File: src/rtl/tomasulo_pkg.sv
// Shared definitions for the tomasulo core: opcode encodings, reorder
// buffer geometry and opcode classification helpers.
package tomasulo_pkg;

    localparam int ROB_DEPTH = 8;
    localparam int ROB_TAG_W = 3;
    localparam int DATA_W    = 16;
    localparam int REG_W     = 4;
    localparam int FUNC_W    = 4;

    localparam logic [FUNC_W-1:0] OP_ADD   = 4'b0000;
    localparam logic [FUNC_W-1:0] OP_SUB   = 4'b0001;
    localparam logic [FUNC_W-1:0] OP_MUL   = 4'b0010;
    localparam logic [FUNC_W-1:0] OP_DIV   = 4'b0011;
    localparam logic [FUNC_W-1:0] OP_LOAD  = 4'b0100;
    localparam logic [FUNC_W-1:0] OP_STORE = 4'b0101;
    localparam logic [FUNC_W-1:0] OP_BEQ   = 4'b0110;
    localparam logic [FUNC_W-1:0] OP_BNEQ  = 4'b0111;

    // Arithmetic ops and loads write an architectural register at retire.
    function automatic logic is_reg_write(input logic [FUNC_W-1:0] func);
        return func <= OP_LOAD;
    endfunction

    function automatic logic is_store(input logic [FUNC_W-1:0] func);
        return func == OP_STORE;
    endfunction

    function automatic logic is_branch(input logic [FUNC_W-1:0] func);
        return (func == OP_BEQ) || (func == OP_BNEQ);
    endfunction

endpackage

File: src/rtl/rob_ptr.sv
// Wrap-around ring pointer used for the reorder buffer head and tail.
// Clear has priority over increment; the pointer wraps naturally because
// the ring depth is a power of two.
module rob_ptr #(
    parameter int W = 3
) (
    input  logic         clk_i,
    input  logic         rst_i,
    input  logic         inc_i,
    input  logic         clr_i,
    output logic [W-1:0] ptr_o
);

    logic [W-1:0] ptr_q;
    logic [W-1:0] ptr_d;

    // Next pointer value: clear, advance, or hold.
    always_comb begin
        // NOTE: every combinational output gets a default first so no path leaves it unassigned (no latch).
        ptr_d = ptr_q;
        if (clr_i) begin
            ptr_d = '0;
        end else if (inc_i) begin
            ptr_d = ptr_q + W'(1);
        end
    end

    // Pointer register with synchronous reset.
    always_ff @(posedge clk_i) begin
        // NOTE: sequential state uses non-blocking assignments so all registers update together at the edge.
        if (rst_i) begin
            ptr_q <= '0;
        end else begin
            ptr_q <= ptr_d;
        end
    end

    assign ptr_o = ptr_q;

endmodule

File: src/rtl/reorder_buffer.sv
// Reorder buffer: allocates entries in program order from issue, collects
// results from the CDB, and retires the head entry once its result is in,
// driving register writes, store release and mispredict flush.
module reorder_buffer #(
    parameter int DEPTH  = tomasulo_pkg::ROB_DEPTH,
    parameter int TAG_W  = tomasulo_pkg::ROB_TAG_W,
    parameter int DATA_W = tomasulo_pkg::DATA_W,
    parameter int REG_W  = tomasulo_pkg::REG_W
) (
    input  logic                            clk1,
    input  logic                            rst,
    // allocation from issue
    input  logic                            alloc_valid,
    input  logic [tomasulo_pkg::FUNC_W-1:0] alloc_func,
    input  logic [REG_W-1:0]                alloc_rd,
    output logic                            alloc_ready,
    output logic [TAG_W-1:0]                alloc_tag,
    // result broadcast
    input  logic                            cdb_valid,
    input  logic [TAG_W-1:0]                cdb_tag,
    input  logic [DATA_W-1:0]               cdb_data,
    input  logic                            cdb_mispred,
    // operand lookup
    input  logic [TAG_W-1:0]                src_tag_a,
    input  logic [TAG_W-1:0]                src_tag_b,
    output logic                            src_rdy_a,
    output logic                            src_rdy_b,
    output logic [DATA_W-1:0]               src_data_a,
    output logic [DATA_W-1:0]               src_data_b,
    // retirement
    output logic                            commit_valid,
    output logic [REG_W-1:0]                commit_rd,
    output logic                            commit_wen,
    output logic [DATA_W-1:0]               commit_data,
    output logic [TAG_W-1:0]                commit_tag,
    output logic                            commit_store,
    output logic                            commit_flush,
    output logic [TAG_W:0]                  count
);

    import tomasulo_pkg::*;

    localparam logic [TAG_W:0] FULL_COUNT = (TAG_W+1)'(DEPTH);
    localparam logic [TAG_W:0] CNT_ONE    = {{TAG_W{1'b0}}, 1'b1};

    // entry state: valid is the only field that needs a known reset value
    logic [DEPTH-1:0]  valid_q;
    logic [DEPTH-1:0]  done_q;
    logic [DEPTH-1:0]  mispred_q;
    logic [FUNC_W-1:0] func_q [DEPTH];
    logic [REG_W-1:0]  rd_q   [DEPTH];
    logic [DATA_W-1:0] data_q [DEPTH];

    logic [TAG_W:0]    count_q;
    logic [TAG_W:0]    count_d;
    logic [TAG_W-1:0]  head;
    logic [TAG_W-1:0]  tail;

    logic              head_ready;
    logic [FUNC_W-1:0] head_func;
    logic              flush;
    logic              accept;
    logic              cdb_hit;
    logic              bypass_a;
    logic              bypass_b;

    // ---------------- head retirement ----------------
    assign head_ready = valid_q[head] & done_q[head];
    assign head_func  = func_q[head];
    assign flush      = head_ready & is_branch(head_func) & mispred_q[head];

    assign commit_valid = head_ready;
    assign commit_flush = flush;
    assign commit_wen   = head_ready & is_reg_write(head_func) & ~flush;
    assign commit_store = head_ready & is_store(head_func);
    assign commit_rd    = head_ready ? rd_q[head]   : '0;
    assign commit_data  = head_ready ? data_q[head] : '0;
    assign commit_tag   = head_ready ? head         : '0;

    // ---------------- allocation ----------------
    // Readiness looks only at the registered count, so a slot freed by a
    // commit becomes usable on the following cycle.
    assign alloc_ready = (count_q != FULL_COUNT) & ~flush;
    assign accept      = alloc_valid & alloc_ready;
    assign alloc_tag   = tail;
    assign count       = count_q;

    // A broadcast only lands on a live entry; a flush discards it.
    assign cdb_hit = cdb_valid & valid_q[cdb_tag] & ~flush;

    // ---------------- pointers ----------------
    rob_ptr #(.W(TAG_W)) u_head (
        .clk_i (clk1),
        .rst_i (rst),
        .inc_i (head_ready & ~flush),
        .clr_i (flush),
        .ptr_o (head)
    );

    rob_ptr #(.W(TAG_W)) u_tail (
        .clk_i (clk1),
        .rst_i (rst),
        .inc_i (accept),
        .clr_i (flush),
        .ptr_o (tail)
    );

    // Occupancy: +1 on accept, -1 on commit, cleared by a flush.
    always_comb begin
        count_d = count_q;
        if (flush) begin
            count_d = '0;
        end else if (accept && !head_ready) begin
            count_d = count_q + CNT_ONE;
        end else if (head_ready && !accept) begin
            count_d = count_q - CNT_ONE;
        end
    end

    // Occupancy register.
    always_ff @(posedge clk1) begin
        if (rst) begin
            count_q <= '0;
        end else begin
            count_q <= count_d;
        end
    end

    // Entry valid bits: set on allocation, cleared on retire, reset or flush.
    always_ff @(posedge clk1) begin
        if (rst) begin
            valid_q <= '0;
        end else if (flush) begin
            valid_q <= '0;
        end else begin
            if (accept) begin
                valid_q[tail] <= 1'b1;
            end
            if (head_ready) begin
                valid_q[head] <= 1'b0;
            end
        end
    end

    // Entry payload: written on allocation and on CDB writeback.
    always_ff @(posedge clk1) begin
        // NOTE: the payload array has no reset; it is only observed through valid, which is reset.
        if (accept) begin
            done_q[tail] <= 1'b0;
            func_q[tail] <= alloc_func;
            rd_q[tail]   <= is_reg_write(alloc_func) ? alloc_rd : '0;
        end
        if (cdb_hit) begin
            done_q[cdb_tag]    <= 1'b1;
            data_q[cdb_tag]    <= cdb_data;
            mispred_q[cdb_tag] <= cdb_mispred;
        end
    end

    // ---------------- operand lookup with CDB bypass ----------------
    assign bypass_a   = cdb_valid & (cdb_tag == src_tag_a);
    assign bypass_b   = cdb_valid & (cdb_tag == src_tag_b);
    assign src_rdy_a  = bypass_a | (valid_q[src_tag_a] & done_q[src_tag_a]);
    assign src_rdy_b  = bypass_b | (valid_q[src_tag_b] & done_q[src_tag_b]);
    assign src_data_a = bypass_a ? cdb_data : data_q[src_tag_a];
    assign src_data_b = bypass_b ? cdb_data : data_q[src_tag_b];

    // A second result for an entry that already has one indicates an
    // upstream tag bookkeeping error.
    cdb_to_done_entry : assert property (
        @(posedge clk1) disable iff (rst) !(cdb_hit && done_q[cdb_tag])
    );

endmodule

File: config.mk
export PLATFORM = sky130hd
export DESIGN_NAME = reorder_buffer
export DESIGN_NICKNAME = d
export VERILOG_FILES = /design/src/rtl/tomasulo_pkg.sv /design/src/rtl/rob_ptr.sv /design/src/rtl/reorder_buffer.sv
export SDC_FILE = /design/constraint.sdc
export NUM_CORES = 1
export LEC_CHECK = 0
export ABC_AREA = 1
export BUFFER_PORTS_ARGS = -buffer_cell sky130_fd_sc_hd__buf_2
export CORE_MARGIN = 2
export CORE_UTILIZATION = 45
export CTS_CLUSTER_SIZE = 16
export DETAILED_ROUTE_END_ITERATION = 10
export GPL_ROUTABILITY_DRIVEN = 0
export GPL_TIMING_DRIVEN = 0
export SYNTH_ARGS = -nofsm -noshare
export SYNTH_HDL_FRONTEND = slang
export SYNTH_SLANG_ARGS = --single-unit
File: constraint.sdc
create_clock -name clk1 -period 4.8 [get_ports clk1]
set_clock_uncertainty 0.1 [all_clocks]
set_input_delay 0.96 -clock clk1 [delete_from_list [all_inputs] [get_ports clk1]]
set_output_delay 0.96 -clock clk1 [all_outputs]
set_load 0.005 [all_outputs]
## Word level (Yosys, flattened, before mapping)

Memories as Yosys holds them, arrays and structs flattened. A register that Yosys moved wholly into a read port is not among the register bits.
Index checks and enable logic that the tools add are counted.
W data, S select, Z words.

- Reduce and logical (&&, ||, !) cells: 10
- Add/sub/neg operators: 4
- $lt $le $gt $ge: 10
- Bitwise gates (word level): 24
- Mux-type cells: 47
- Equality and inequality tests: 6

Operators with widths:

| operator | count |
|---|---|
| $mux W16 | 3 |
| $mux W8 | 6 |
| $bmux W1 S3 | 8 |
| $mux W3 | 7 |
| $lt A3 B4 Y1 const B | 5 |
| $and A8 B8 Y8 | 2 |
| $mux W4 | 4 |
| $not A8 Y8 | 2 |
| $or A8 B8 Y8 | 2 |
| $and A1 B1 Y1 | 15 |
| $mux W1 | 15 |
| $eq A4 B3 Y1 const B | 3 |
| $demux W1 S3 | 3 |
| $ge A3 B1 Y1 const B | 3 |
| $bwmux W8 | 1 |
| $le A4 B3 Y1 const B | 2 |
| $add A3 B1 Y3 const B | 2 |
| $eq A3 B3 Y1 | 2 |
| $logic_and A1 B1 Y1 | 5 |
| $add A4 B1 Y4 const B | 1 |
| $ne A4 B4 Y1 const B | 1 |
| $sub A4 B1 Y4 const B | 1 |
| $logic_not A1 Y1 | 2 |
| $or A1 B1 Y1 | 2 |
| 4 further kinds | 4 |

- Memories kept: 3
- Bits in writable memories: 192
- Input bits: 38
- Register bits after elaboration: 34
- Logic and storage cells: 110

Memory list:

| name | depth | bits a word | read ports | clocked after Yosys merged registers in | write ports | RTL line | source |
|---|---|---|---|---|---|---|---|
| data_q | 8 | 16 | 3 | 1 | 1 | reorder_buffer.sv:52 | `logic [DATA_W-1:0] data_q [DEPTH];` |
| func_q | 8 | 4 | 1 | 1 | 1 | reorder_buffer.sv:50 | `logic [FUNC_W-1:0] func_q [DEPTH];` |
| rd_q | 8 | 4 | 1 | 1 | 1 | reorder_buffer.sv:51 | `logic [REG_W-1:0] rd_q [DEPTH];` |

## Depth between registers and ports, before layout

Gate-level depths: netlist (run 1).

- Word-level depth: 13
- Mapped depth: 21
- Gate-level depth less buffers: 20

## Cells and area by module

Synthesis (run 1) repeated with hierarchy kept, for this count alone.

- Cell total of the unflattened synthesis: 1,387
- Area, all modules: 12,146.6 um2

By module, submodules not included:

| module | seq. area each (um2) | cells each | area each (um2) | times used |
|---|---|---|---|---|
| reorder_buffer | 6,406.1 | 1,349 | 11,868.9 | 1 |
| rob_ptr | 60.1 | 19 | 138.9 | 2 |

## Worst setup path after synthesis (run 1)

Ideal clock, no wire load.

- Path kind: in2reg
- Start point: input cdb_tag[0]
- End point: memory data_q[0][0] (enable)
- Buffers on the path: 1
- Library setup time: 390 ps
- Cell stages on the path: 9
- Required time: 4,310 ps
- Arrival: 2,641 ps
- Slack: 1,669 ps
- Path through: buf_4 > inv_1 > nor3_1 > nand2_1 > nand2_1 > nor2_1 > a21boi_2 > nand2_1 > nor2_1

- Cells in the longest elaborated chain, start to end: 6

RTL lines:

| element | RTL line | source |
|---|---|---|
| from (decl) | reorder_buffer.sv:20 | `input logic [TAG_W-1:0] cdb_tag,` |
| $bmux W1 S3 | reorder_buffer.sv:89 | `assign cdb_hit = cdb_valid & valid_q[cdb_tag] & ~flush;` |
| $mux W1 (not written as such) | reorder_buffer.sv:89 |  |
| $and A1 B1 Y1 (2 in series) | reorder_buffer.sv:89 |  |
| $mux W1 | reorder_buffer.sv:153 | `if (cdb_hit) begin` |
| $mux W1 (not written as such) | reorder_buffer.sv:155 | `data_q[cdb_tag] <= cdb_data;` |
| to (decl) | reorder_buffer.sv:52 |  |

Several ways; a longest one is shown, not always the timed one. The select of a mux whose other input is x is not followed.

## Worst setup path in the final report (run 1)

- Start point: input src_tag_a[1]
- End point: output src_data_a[14]

- Cells in the longest elaborated chain, start to end: 3
- Elaborated cells on any way between the ends: 4
- Those cells by class: eq/ne: 1; mux: 1; bitwise: 1; memory: 1

RTL lines:

| element | RTL line | source |
|---|---|---|
| from (decl) | reorder_buffer.sv:24 | `input logic [TAG_W-1:0] src_tag_a,` |
| parallel branches: the longest is 2 deep, another holds $mem_v2 Z8 W16 | - |  |
| $mux W16 (*) | reorder_buffer.sv:165 | `assign src_data_a = bypass_a ? cdb_data : data_q[src_tag_a];` |
| to (decl) | reorder_buffer.sv:28 | `output logic [DATA_W-1:0] src_data_a,` |

Every way passes the cells marked *.

==> flow_summary.toml, run 1 <==
[outcome]
status = "finished clean"

[yosys]
synth.top_cell.area_share_pct = 48.78
syn_nets = 1498
yosysTopAreaCell = "edfxtp_1"
synth_edf_count = 200
avgSynthCellArea_um2 = 8.468
yosys_warnings = 0
synthArstFlopShare_pct = 0
yosys_register_bits = 229
ys_top_cells_by_area = "edfxtp_1, a21oi_1, o21ai_0, nand2_1, inv_1"
ys_seq_area_share_pct = 53.49
synthCells = 1454
syn-cell-area_um2 = 12310
yosysUniqueCellTypes = 38
synthFlopType = "edfxtp_1"

[sta]
holdWs_ns = 0.3564
fin_ws_ns = 0.06985
setup_tns_ns = 0
fmax_mhz = 211.4
slew_headroom_pct = 21.43
setup_viol = 0
rsz0062_at_grt = "no"
hold_viol = 0
period_share_pct = 98.54
worstMarginPinSlew_ns = 1.177
min_period_ns = 4.730
drv_slew = 0

[critical_path]
worst-setup-path-type = "in -> out"
r2r_slack_ns = 1.49
worstPathRequired_ns = 3.74
crit_fanout = 10
max_stage_delay_ns = 0.80
reg2reg_depth = 17
crit-reg2reg-launch = "u_head.ptr_o[2]"
r2r-end = "count[3]"
critPathSlowestCell = "o2111ai_1"
cp_top_family = "buffers and inverters"
crit_chain = "buf_2, clkinv_1, o2111ai_1, clkbuf_1, o21ai_0, o21ai_0, buf_2"
timing.critical_path.from = "src_tag_a[1]"
cp_num_buf_inv = 4
worst_setup_path_end_kind = "output pin"
critical_path_arrival_ns = 3.67
startpoint_type = "input port"

[detailed_routing]
drt_iter0_markers = 1616
vias = 11640
wl_per_cell_um = 22.55
finalWirelength_um = 43910
wl_met3_um = 5569
dr.pass1.iters = 6
wl_met2_um = 19320
drc = 0
routed_via_density = 5.977
wirelength_met1_um = 17590
ant_nets = 0
maxUsedRoutingLayer = "met4"

[pwr]
ir_drop_v = 0.0002531
power-per-cell-area_nw_per_um2 = 350.3
p_leak_nw = 5.760

[placement]
postPlaceCellArea_um2 = 13260
port_buffers = 100
detailedPlacementHpwl_um = 29810
dp_slack_ns = 0.3233

[clocking]
clk_latency_ns = 0.56
cts-resized-gates = 0
tritoncts = "done"
cts_root_buf = "clkbuf_16"
cts.sinks = 229
clk_path_buf_depth = 3
ctsHoldBuffers = 0
cts_setup_buffers = 0
htree_levels = 1
cts.clk_slew.worst_paths_ns = 0.06
cts_buffers = 27

[die]
chipHeight_um = 169.4
coreArea_um2 = 26880
rows = 60
start_util_pct = 45.81
dieArea_um2 = 28700
io_pins = 107
die_x_um = 169.4

[global_routing]
grt_remaining_overflow = 0
grt_use_total_pct = 30.14
antenna_found_initial = 1
grt_max_degree = 18
grt_pass1_vias = 10820
grt_first_pass_wirelength_um = 64650

[hold_path]
hold_start = "done_q[4]"
min_path_cells = 2
hp-class = "reg -> reg"
holdPathEnd = "done_q[4]"

[layout]
fin_area_um2 = 14170
layout_common_cells = "a21oi_1, o21ai_0, edfxtp_1"
final_common_cell = "a21oi_1"
area_delta_synth_final_pct = 15.09
nets = 1628
drive_above_1_share_pct = 11.71

[flow_run]
drv_cap = 0
## synth_stat cells, types with 5 or more instances
cell type  number
inv_2           7
buf_1          11
inv_1         162
o311ai_0        9
o21ai_0       265
o22ai_1         5
a21oi_1       282
clkbuf_1       65
nand3_1        52
dfxtp_1        29
nor3_1          9
a211oi_1        5
edfxtp_1      200
buf_2          17
ha_1            5
nand2_1       188
nor2_1         91
nand4_1         9
## sequential cells by signal, summed over array words and instances (netlist names), named ones only
| name | flops |
|---|---|
| u_head.ptr_o | 3 |
| rd_q | 32 |
| count | 4 |
| mispred_q | 8 |
| u_tail.ptr_o | 3 |
| func_q | 32 |
| data_q | 128 |
| done_q | 8 |
| valid_q | 8 |
## final cells by class
| type | count | area [µm²] |
|---|---|---|
| clock buffer | 31 | 742.0 |
| sequential | 229 | 6586 |
| fill | 2576 | 12700 |
| inverter | 173 | 649.4 |
| buffer | 100 | 434.2 |
| timing repair buffer | 101 | 515.5 |
| tap | 341 | 426.7 |
| antenna | 1 | 2.502 |
| multi-input combinational | 952 | 4646 |
| clock inverter | 19 | 168.9 |
## worst reg2reg max path: stages, from the launching register on
cell and delay, ns:
dfxtp_1 0.47, inv_1 0.12, nor2_2 0.25, nand3_1 0.11
nand2_1 0.09, nor2_1 0.06, nor2_4 0.25, inv_2 0.17
buf_2 0.25, ha_1 0.27, inv_1 0.12, ha_1 0.24
a21o_1 0.17, a21oi_1 0.16, nor2_1 0.06, nor2_1 0.12
xor2_1 0.15, nor2_1 0.05
## logic make-up (layout without fill, tap and decap cells)
logic type | count (synthesis) | count (layout) | share of synthesized area, %
adder cells (fa/ha/maj) | 6 | 6 | 0.6707
AO/OA/AOI/OAI | 580 | 580 | 24.42
AND/OR/NAND/NOR | 359 | 359 | 12.12
flip-flops | 229 | 229 | 53.49
buffers and inverters | 273 | 424 | 8.800
XOR/XNOR | 7 | 7 | 0.4979
other | 0 | 1 | 0
## how the worst max path moves through the flow
stage | slack (ns) | to | cells after the start
finish | 0.07 | src_data_a[14] | 7
global route | 0.0007 | src_data_a[14] | 7
CTS | 0.32 | src_data_a[14] | 7
detailed placement | 0.32 | src_data_a[14] | 7
global placement | 0.37 | src_data_a[14] | 7
floorplan | 1.67 | data_q[0][0] | 9
## power by group
group          switching (W)  internal, W  total, W
sequential         0.0000402      0.00223   0.00227
clock               0.000862      0.00122   0.00208
combinational       0.000414     0.000192  0.000606
total                0.00132      0.00365   0.00496
## through the flow
step	cells	utilization, %	total power, W
2_1_floorplan	1454	-	0.002664
3_3_place_gp	1895	49.26	0.002892
3_5_place_dp	1896	49.33	0.002903
4_1_cts	1946	52.72	0.004957
5_1_grt	1947	52.73	0.005117
6_report	1947	52.73	0.004964
## per-layer routing
metal | track usage, % | up-vias
li1 | - | 5314
met1 | 41.93 | 5369
met2 | 46.18 | 818
met3 | 7.136 | 137
met4 | 10.96 | 0
met5 | 0 | -
Note: power is estimated with default switching activity, not from simulation.
==> run 2: changes to the inputs <==
--- a/config.mk
+++ b/config.mk
@@ -5,14 +5,15 @@
 export SDC_FILE = /design/constraint.sdc
 export NUM_CORES = 1
 export LEC_CHECK = 0
-export ABC_AREA = 1
+export ABC_AREA = 0
 export BUFFER_PORTS_ARGS = -buffer_cell sky130_fd_sc_hd__buf_2
-export CORE_MARGIN = 2
+export CORE_MARGIN = 10
 export CORE_UTILIZATION = 45
 export CTS_CLUSTER_SIZE = 16
 export DETAILED_ROUTE_END_ITERATION = 10
 export GPL_ROUTABILITY_DRIVEN = 0
 export GPL_TIMING_DRIVEN = 0
+export HOLD_SLACK_MARGIN = 0.1
 export SYNTH_ARGS = -nofsm -noshare
 export SYNTH_HDL_FRONTEND = slang
 export SYNTH_SLANG_ARGS = --single-unit
==> flow_summary.toml, run 2 <==
[yosys]
syn_nets = 757
ys_top_cells_by_area = "edfxtp_1, mux4_2, dfxtp_1, mux2i_1, nor2_1"
synthTopCellsByCount = "edfxtp_1, mux4_2, nor2_1"
synth.top_cell.area_share_pct = 51.90
synthFlopType = "edfxtp_1"
avgSynthCellArea_um2 = 16.23
synthArstFlopShare_pct = 0
synth_edf_count = 200
ys_seq_area_share_pct = 56.91
syn-cell-area_um2 = 11570
synth.most_common_cell = "edfxtp_1"
yosysTopAreaCell = "edfxtp_1"
yosys_warnings = 0
yosys_register_bits = 229
yosysUniqueCellTypes = 50
synthCells = 713

[hold_path]
hp-class = "reg -> reg"

[global_routing]
grt_use_total_pct = 19.18
antenna_found_initial = 2
grt_max_degree = 15
grt_remaining_overflow = 0
grt_first_pass_wirelength_um = 48230
grt_pass1_vias = 7748

[detailed_routing]
ant_nets = 0
wl_per_cell_um = 26.81
drc = 0
vias = 7231
finalWirelength_um = 32010
routed_via_density = 6.056
drt_iter0_markers = 693
dr.pass1.iters = 6

[layout]
layoutNonFillerInstCount = 1194
layout_common_cells = "edfxtp_1, mux4_2, buf_2"
top_regs = "data_q: 128 flops, func_q: 32 flops, rd_q: 32 flops"
fin_area_um2 = 13460
largest-register = "data_q"
insertedDiodeCount = 0
nets = 891
area_delta_synth_final_pct = 16.32
drive_above_1_share_pct = 35.07
final_common_cell = "edfxtp_1"
largest_register_ffs = 128

[sta]
fin_ws_ns = 0.3690
setup_tns_ns = 0
drv_slew = 0
rsz0062_at_grt = "no"
hold_viol = 0
min_period_ns = 4.431
setup_viol = 0
fmax_mhz = 225.7
worstMarginPinSlew_ns = 1.117
slew_headroom_pct = 25.53
period_share_pct = 92.31

[critical_path]
crit_chain = "clkbuf_1, xnor2_1, nand4_1, clkbuf_1, nor2_1, a21oi_1, buf_2"
max_stage_delay_ns = 0.68
worstPathRequired_ns = 3.74
worst-setup-path-type = "in -> out"
worst_setup_path_end_kind = "output pin"
startpoint_type = "input port"
crit_fanout = 10
cpMostUsedCell = "clkbuf_1"
critPathSlowestCell = "clkbuf_1"
critical_path_arrival_ns = 3.37

[clocking]
cts.sinks = 229
cts_buffers = 25
tritoncts = "done"
ctsHoldBuffers = 0
clk_path_buf_depth = 3
cts_setup_buffers = 0
cts_root_buf = "clkbuf_16"
htree_levels = 1
cts-resized-gates = 0
clk_latency_ns = 0.52
cts.clk_slew.worst_paths_ns = 0.06

[placement]
detailedPlacementHpwl_um = 21930
postPlaceCellArea_um2 = 12700
post-place-cells = 1150
dp_slack_ns = 0.4881
port_buffers = 99

[pwr]
power_w = 0.004796
power-per-cell-area_nw_per_um2 = 356.3
seqPwrFrac_pct = 48.4
power.internal_w = 0.003587
p_leak_nw = 4.622
combPwrFrac_pct = 14.2
switchingPower_w = 0.001210
clkPwrFrac_pct = 37.4
ir_drop_v = 0.0003060
netSwitchingFraction_pct = 25.22

[die]
chipHeight_um = 180.4
coreArea_um2 = 25250
start_util_pct = 45.82
die_x_um = 180.4
dieArea_um2 = 32530
rows = 58
io_pins = 107

[flow_run]
drv_cap = 0

[outcome]
status = "finished clean"
## run 2: area by class of cell
cell class | count | area, µm²
multi-input cells | 414 | 4693
flip-flops and latches | 229 | 6586
fillers | 2101 | 11790
plain buffers | 52 | 245.2
clock buffers | 31 | 689.4
inverters | 18 | 67.56
repair buffers | 107 | 690.7
well taps | 330 | 412.9
clock inverters | 13 | 75.07
## run 2: worst max-delay path: cells and delay by family
family | cells | cell delay, ns
AND/OR/NAND/NOR | 2 | 0.40
buffers and inverters | 3 | 1.53
AO/OA/AOI/OAI | 1 | 0.34
XOR/XNOR | 1 | 0.13
## run 2: kinds of logic after synthesis
logic type	share of synthesized area, %
simple gates	5.665
mux	28.79
compound gates	4.379
fa+ha+maj	0.7136
buf+inv	2.703
xor+xnor	0.8326
flops	56.91
## run 2: worst paths after layout
path | startpoint | end | slack (ns) | cells after the start
max | src_tag_b[2] | src_data_b[14] | 0.37 | 7
min | done_q[6] | done_q[6] | 0.36 | 1
max reg2reg | u_head.ptr_o[1] | count[3] | 0.86 | 15
min reg2reg | done_q[6] | done_q[6] | 0.36 | 1
## run 2: through the flow
step                      utilization, %  hold slack, ns
after CTS                          53.30          0.3594
after floorplan                        -          0.3242
after detailed placement           50.27          0.3456
after global routing               53.30          0.3757
final                              53.30          0.3609
after global placement             49.42          0.3460
## run 2: routing by layer
metal	vias up	global-route usage (%)	share of wire, %
li1	3155	-	-
met1	3773	23.82	40
met2	245	33.36	51
met3	54	4.056	6.4
met4	4	4.856	2.2
met5	-	0	0.078
## run 2: power groups by stage
stage | registers, W | clock network, W | logic (W)
2_1_floorplan | 0.00235 | 0 | 0.000440
3_3_place_gp | 0.00236 | 0 | 0.000654
3_5_place_dp | 0.00236 | 0 | 0.000684
4_1_cts | 0.00232 | 0.00182 | 0.000687
5_1_grt | 0.00233 | 0.00191 | 0.000742
6_report | 0.00232 | 0.00179 | 0.000681
